## src/rtl/sfu_pkg.sv

```systemverilog
// rtl/sfu_pkg.sv - shared state encoding and lane output transforms for the SFU accumulate bank
package sfu_pkg;

  typedef enum logic [1:0] {
    IDLE  = 2'd0,
    ACCUM = 2'd1,
    LAST  = 2'd2,
    FLUSH = 2'd3
  } state_t;

  // Lane transforms work at a fixed wide width so any ACC_BW/OUT_BW pair fits.
  localparam int CALC_BW = 64;

  function automatic logic signed [CALC_BW-1:0] relu(input logic signed [CALC_BW-1:0] v);
    return v[CALC_BW-1] ? '0 : v;
  endfunction

  function automatic logic signed [CALC_BW-1:0] sat(input logic signed [CALC_BW-1:0] v,
                                                     input int out_bw);
    logic signed [CALC_BW-1:0] hi;
    logic signed [CALC_BW-1:0] lo;
    hi = (64'sd1 <<< (out_bw - 1)) - 64'sd1;
    lo = -hi - 64'sd1;
    if (v > hi) return hi;
    if (v < lo) return lo;
    return v;
  endfunction

endpackage

```

## src/rtl/sfu_acc_buf.sv

```systemverilog
// rtl/sfu_acc_buf.sv - DEPTH-entry accumulation buffer, combinational read, one synchronous write
module sfu_acc_buf #(
  parameter int DEPTH = 16,
  parameter int AW    = 4,
  parameter int W     = 192
) (
  input  logic          clk,
  input  logic          we,
  input  logic [AW-1:0] waddr,
  input  logic [W-1:0]  wdata,
  input  logic [AW-1:0] raddr,
  output logic [W-1:0]  rdata
);

  logic [W-1:0] mem_q [DEPTH];

  always_ff @(posedge clk) begin
    if (we) begin
      mem_q[waddr] <= wdata;
    end
  end

  assign rdata = mem_q[raddr];

endmodule

```

## src/rtl/sfu_accum_bank.sv

```systemverilog
// rtl/sfu_accum_bank.sv - multi-pass psum accumulator with ReLU/saturation and a valid/ready result stream
module sfu_accum_bank
  import sfu_pkg::*;
#(
  parameter int COL     = 8,
  parameter int PSUM_BW = 16,
  parameter int ACC_BW  = 24,
  parameter int OUT_BW  = 16,
  parameter int DEPTH   = 16,
  parameter int AW      = 4,
  parameter int PW      = 4
) (
  input  logic                   clk,
  input  logic                   reset,
  input  logic                   start,
  input  logic [AW:0]            cfg_len,
  input  logic [PW-1:0]          cfg_passes,
  input  logic                   cfg_relu,
  input  logic                   in_valid,
  output logic                   in_ready,
  input  logic [COL*PSUM_BW-1:0] in_psum,
  output logic                   out_valid,
  input  logic                   out_ready,
  output logic [COL*OUT_BW-1:0]  out_data,
  output logic                   busy,
  output logic                   done
);

  state_t               state_q, state_d;
  logic [AW-1:0]        addr_q, addr_d;
  logic [PW-1:0]        pass_q, pass_d;
  logic [AW:0]          len_q, len_d;
  logic [PW-1:0]        passes_q, passes_d;
  logic                 relu_q, relu_d;
  logic                 out_valid_q, out_valid_d;
  logic [COL*OUT_BW-1:0] out_data_q, out_data_d;
  logic                 done_q, done_d;

  logic [PW-1:0]        passes_eff;
  logic                 first_pass;
  logic                 last_vec;
  logic                 out_free;
  logic                 buf_we;
  logic [COL*ACC_BW-1:0] buf_rdata;
  logic [COL*ACC_BW-1:0] buf_wdata;
  logic [COL*OUT_BW-1:0] result;

  assign passes_eff = (cfg_passes == '0) ? PW'(1) : cfg_passes;
  assign first_pass = (pass_q == '0);
  assign last_vec   = ({1'b0, addr_q} == (len_q - 1'b1));
  assign out_free   = !out_valid_q || out_ready;

  sfu_acc_buf #(
    .DEPTH (DEPTH),
    .AW    (AW),
    .W     (COL*ACC_BW)
  ) u_buf (
    .clk   (clk),
    .we    (buf_we),
    .waddr (addr_q),
    .wdata (buf_wdata),
    .raddr (addr_q),
    .rdata (buf_rdata)
  );

  // On the first pass the buffer content is stale, so the input alone is the running sum.
  for (genvar i = 0; i < COL; i++) begin : g_lane
    logic signed [PSUM_BW-1:0] psum;
    logic signed [ACC_BW-1:0]  ext;
    logic signed [ACC_BW-1:0]  prev;
    logic signed [ACC_BW-1:0]  sum;

    assign psum = in_psum[i*PSUM_BW +: PSUM_BW];
    assign ext  = ACC_BW'(psum);
    assign prev = buf_rdata[i*ACC_BW +: ACC_BW];
    assign sum  = first_pass ? ext : prev + ext;

    assign buf_wdata[i*ACC_BW +: ACC_BW] = sum;
    assign result[i*OUT_BW +: OUT_BW] =
      OUT_BW'(sat(relu_q ? relu(CALC_BW'(sum)) : CALC_BW'(sum), OUT_BW));
  end

  always_comb begin
    state_d     = state_q;
    addr_d      = addr_q;
    pass_d      = pass_q;
    len_d       = len_q;
    passes_d    = passes_q;
    relu_d      = relu_q;
    out_valid_d = out_valid_q;
    out_data_d  = out_data_q;
    done_d      = 1'b0;
    in_ready    = 1'b0;
    buf_we      = 1'b0;

    case (state_q)
      IDLE: begin
        // done_q still high means the job is finishing this cycle; busy covers it.
        if (start && !done_q) begin
          len_d    = cfg_len;
          passes_d = passes_eff;
          relu_d   = cfg_relu;
          addr_d   = '0;
          pass_d   = '0;
          if (cfg_len == '0)           state_d = FLUSH;
          else if (passes_eff == PW'(1)) state_d = LAST;
          else                         state_d = ACCUM;
        end
      end
      ACCUM: begin
        in_ready = 1'b1;
        if (in_valid) begin
          buf_we = 1'b1;
          if (last_vec) begin
            addr_d = '0;
            pass_d = pass_q + 1'b1;
            if ((pass_q + 1'b1) == (passes_q - 1'b1)) state_d = LAST;
          end else begin
            addr_d = addr_q + 1'b1;
          end
        end
      end
      LAST: begin
        in_ready = out_free;
        if (in_valid && out_free) begin
          if (last_vec) begin
            addr_d  = '0;
            state_d = FLUSH;
          end else begin
            addr_d = addr_q + 1'b1;
          end
        end
      end
      FLUSH: begin
        if (out_free) begin
          done_d  = 1'b1;
          state_d = IDLE;
        end
      end
      default: state_d = IDLE;
    endcase

    if (state_q == LAST && in_valid && out_free) begin
      out_valid_d = 1'b1;
      out_data_d  = result;
    end else if (out_ready) begin
      out_valid_d = 1'b0;
    end
  end

  always_ff @(posedge clk) begin
    if (reset) begin
      state_q     <= IDLE;
      addr_q      <= '0;
      pass_q      <= '0;
      len_q       <= '0;
      passes_q    <= PW'(1);
      relu_q      <= 1'b0;
      out_valid_q <= 1'b0;
      out_data_q  <= '0;
      done_q      <= 1'b0;
    end else begin
      state_q     <= state_d;
      addr_q      <= addr_d;
      pass_q      <= pass_d;
      len_q       <= len_d;
      passes_q    <= passes_d;
      relu_q      <= relu_d;
      out_valid_q <= out_valid_d;
      out_data_q  <= out_data_d;
      done_q      <= done_d;
    end
  end

  assign out_valid = out_valid_q;
  assign out_data  = out_data_q;
  assign done      = done_q;
  assign busy      = (state_q != IDLE) || done_q;

endmodule

```

## config.mk

```make
export PLATFORM = sky130hd
export DESIGN_NAME = sfu_accum_bank
export DESIGN_NICKNAME = d
export VERILOG_FILES = /design/src/rtl/sfu_pkg.sv /design/src/rtl/sfu_acc_buf.sv /design/src/rtl/sfu_accum_bank.sv
export SDC_FILE = /design/constraint.sdc
export NUM_CORES = 2
export LEC_CHECK = 0
export CAP_MARGIN = 0
export CORE_UTILIZATION = 40
export CTS_BUF_LIST = sky130_fd_sc_hd__clkbuf_8
export DETAILED_ROUTE_END_ITERATION = 10
export MAX_ROUTING_LAYER = met4
export SLEW_MARGIN = 20
export SYNTH_ARGS = -nofsm -noshare
export SYNTH_HDL_FRONTEND = slang
export SYNTH_HIERARCHICAL = 1
export SYNTH_SLANG_ARGS = --single-unit
```

## constraint.sdc

```tcl
create_clock -name clk -period 20.7 [get_ports clk]
set_clock_uncertainty 0.2 [all_clocks]
set_input_delay 4.14 -clock clk [delete_from_list [all_inputs] [get_ports clk]]
set_output_delay 4.14 -clock clk [all_outputs]
set_load 0.01 [all_outputs]
```

==> results.py <==
metrics = {
    "status": {
        "status": "finished clean",
    },
    "logic_synthesis": {
        "synth_warnings": 6,
        "synth_enable_flop_cells": 3072,
        "synthMuxAreaShare": 0.134,
        "synth-simple-area-share": 0.0381,
        "ys_seq_area_frac": 0.711,
        "async_flop_share": 0,
        "synth_area_per_cell_um2": 18.0,
        "ys.flop_type": "edfxtp_1",
        "netlist_area_um2": 134000,
        "synth.distinct_cells": 106,
        "netlist_top_cells_area": "edfxtp_1 (69%), mux4_2 (12%), dfxtp_1 (2.2%)",
        "synth_compound_gate_area_share": 0.0723,
        "synth_top_area_share": 0.689,
        "syn_nets": 7782,
        "synth-xor-area-share": 0.00913,
        "synthCells": 7437,
        "synth_fa_ha_area_frac": 0.0193,
        "post-synth-top-area-cell": "edfxtp_1",
        "ys_ff_latch": 3222,
        "synth_top_family_by_area": "multiplexers",
    },
    "clock_network": {
        "cts_inserted_buffers": 540,
        "cts_tree": "done",
        "cts-root-buf": "clkbuf_8",
        "htree_levels": 6,
        "post_cts_buffers": 0,
        "postCtsHoldBufs": 0,
        "cts.sink_count": 3222,
        "clk_latency_ns": 1.18,
        "clock_path_buffers": 4,
        "post_cts_resized": 0,
        "cts.reportedPaths.clkPinSlew_ns": 0.05,
    },
    "timing": {
        "fin_crit_sh": 0.484,
        "rsz0062_at_grt": "no",
        "finalHoldViolations": 0,
        "relSlewSlack": 0.212,
        "setup_viol": 0,
        "setup_slack_ns": 10.68,
        "fin_tns_setup_ns": 0,
        "maxSlewViolCount": 0,
        "worst_pin_slew_ns": 1.17,
        "fin_crit_ns": 10.02,
        "clock.fmax_mhz": 99.8,
    },
    "cells_and_area": {
        "drive_gt1_frac": 0.218,
        "final_common_cell": "edfxtp_1",
        "area_growth_pct": 13.9,
        "layout_common_cells": "edfxtp_1 (3072), mux4_2 (720), clkbuf_8 (569)",
        "final_nets": 8415,
    },
    "global_routing": {
        "grt_pass1_vias": 76500,
        "grt_max_degree": 127,
        "antenna_found_initial": 21,
        "grt_pass1_wl_um": 522000,
        "grtUsageTotal": 0.216,
        "grt-ovfl-total": 0,
    },
    "floorplanning": {
        "die_area_um2": 337000,
        "io_pins": 275,
        "chipHeight_um": 581,
        "dieWidth_um": 581,
        "initial_core_util": 0.402,
        "fp-row-count": 212,
        "coreArea_um2": 333000,
    },
    "detailed_routing": {
        "ant_nets": 0,
        "wl_per_cell_um": 27.9,
        "num_vias": 75700,
        "vias_per_cell": 5.87,
        "drt_wl_total_um": 360000,
        "drc": 0,
        "drt-pass1-iter-count": 6,
        "drt_iter0_drc": 7933,
    },
    "setup_path": {
        "end_kind": "output pin",
        "crit_type": "in -> out",
        "cp.arrival_ns": 5.68,
        "critPathRequiredTime_ns": 16.36,
        "start_kind": "input pin",
        "worstPathMaxFanout": 7,
    },
    "pwr": {
        "max-vdd-ir-drop_mv": 0.0687,
        "power_density_nw_per_um2": 117,
        "leakage_nw": 49.0,
    },
    "hold_path": {
        "min_path_type": "reg -> reg",
    },
    "placed_design": {
        "hpwlAfterDp_um": 192000,
        "place_congestion": 0.866,
        "post-place-ws_ns": 10.66,
        "io_buffers": 274,
    },
    "job": {
        "cap_violations": 0,
    },
}
-- critical path, stage by stage --
cell and delay (ns):
clkdlybuf4s50_1 0.47, nand2b_1 0.25, a21oi_1 0.13, nor2b_1 0.14, clkdlybuf4s50_1 0.55
-- Yosys cell counts (all sizes together), types with 66 or more instances --
cell and count:
nand2 470, a21o 92, mux4 720, mux2 94, edfxtp 3072, xnor2 85
a22oi 328, o21ai 274, inv 76, mux2i 66, buf 187, nor2 232
a21oi 313, clkbuf 208, ha 194, dfxtp 150
-- state kept, by name, indices dropped and copies added (netlist names) --
name         flops
relu_q           1
passes_q         4
out_valid        1
done             1
state_q          2
addr_q           4
u_buf/mem_q   3072
len_q            5
pass_q           4
out_data       128
-- power by group --
group / internal (W) / total (W) / leakage [nW] / switching, W
clock: 0.00274 / 0.00530 / 5.80 / 0.00256
combinational: 0.00184 / 0.00463 / 14.3 / 0.00279
sequential: 0.00784 / 0.00791 / 28.9 / 0.0000759
-- worst paths after layout --
check                           slack [ns]                          to                  startpoint  cells after the start
worst min-delay path                  0.27  out_data[111]$_SDFFE_PP0P_  out_data[111]$_SDFFE_PP0P_                      2
worst max register to register       11.46   out_data[55]$_SDFFE_PP0P_      addr_q[0]$_SDFFE_PP0P_                     19
worst min register to register        0.27  out_data[111]$_SDFFE_PP0P_  out_data[111]$_SDFFE_PP0P_                      2
worst max-delay path                 10.68                    in_ready                   out_ready                      5
-- layer usage --
metal	GRT usage	share of wire	vias up	wire length, um
met3	0.0359	0.079	518	28400
met5	-	0	-	0
met2	0.324	0.46	3219	165000
li1	-	-	31900	-
met1	0.308	0.44	40000	159000
met4	0.0544	0.021	0	7430
-- cell families after synthesis --
group | count (synthesis)
muxes | 880
buffers and inverters | 471
xor gates and xnor gates | 138
adders and majority gates | 202
and+or+nand+nor | 1092
DFF | 3222
AOI/OAI and AO/OA | 1432
-- final cells by class --
| type | instances | area (um^2) |
|---|---|---|
| inverter | 76 | 288 |
| clock buffer | 568 | 7820 |
| fill | 28300 | 181000 |
| timing repair buffer | 486 | 4570 |
| antenna | 17 | 42.5 |
| clock inverter | 388 | 2170 |
| tap | 4387 | 5490 |
| multi-input combinational | 3744 | 37000 |
| sequential | 3222 | 95300 |
-- metrics by stage --
step                utilization  cells  hold WS (ns)  power [W]  area [um^2]
finish                    0.458  12900         0.268     0.0178       153000
floorplan                     -   7437         0.276     0.0114       134000
detailed placement        0.427  11900         0.260     0.0126       142000
global placement          0.427  11900         0.261     0.0125       142000
global route              0.458  12900         0.284     0.0187       153000
CTS                       0.457  12900         0.266     0.0179       152000
No activity file was read; power rests on OpenSTA's default activity.
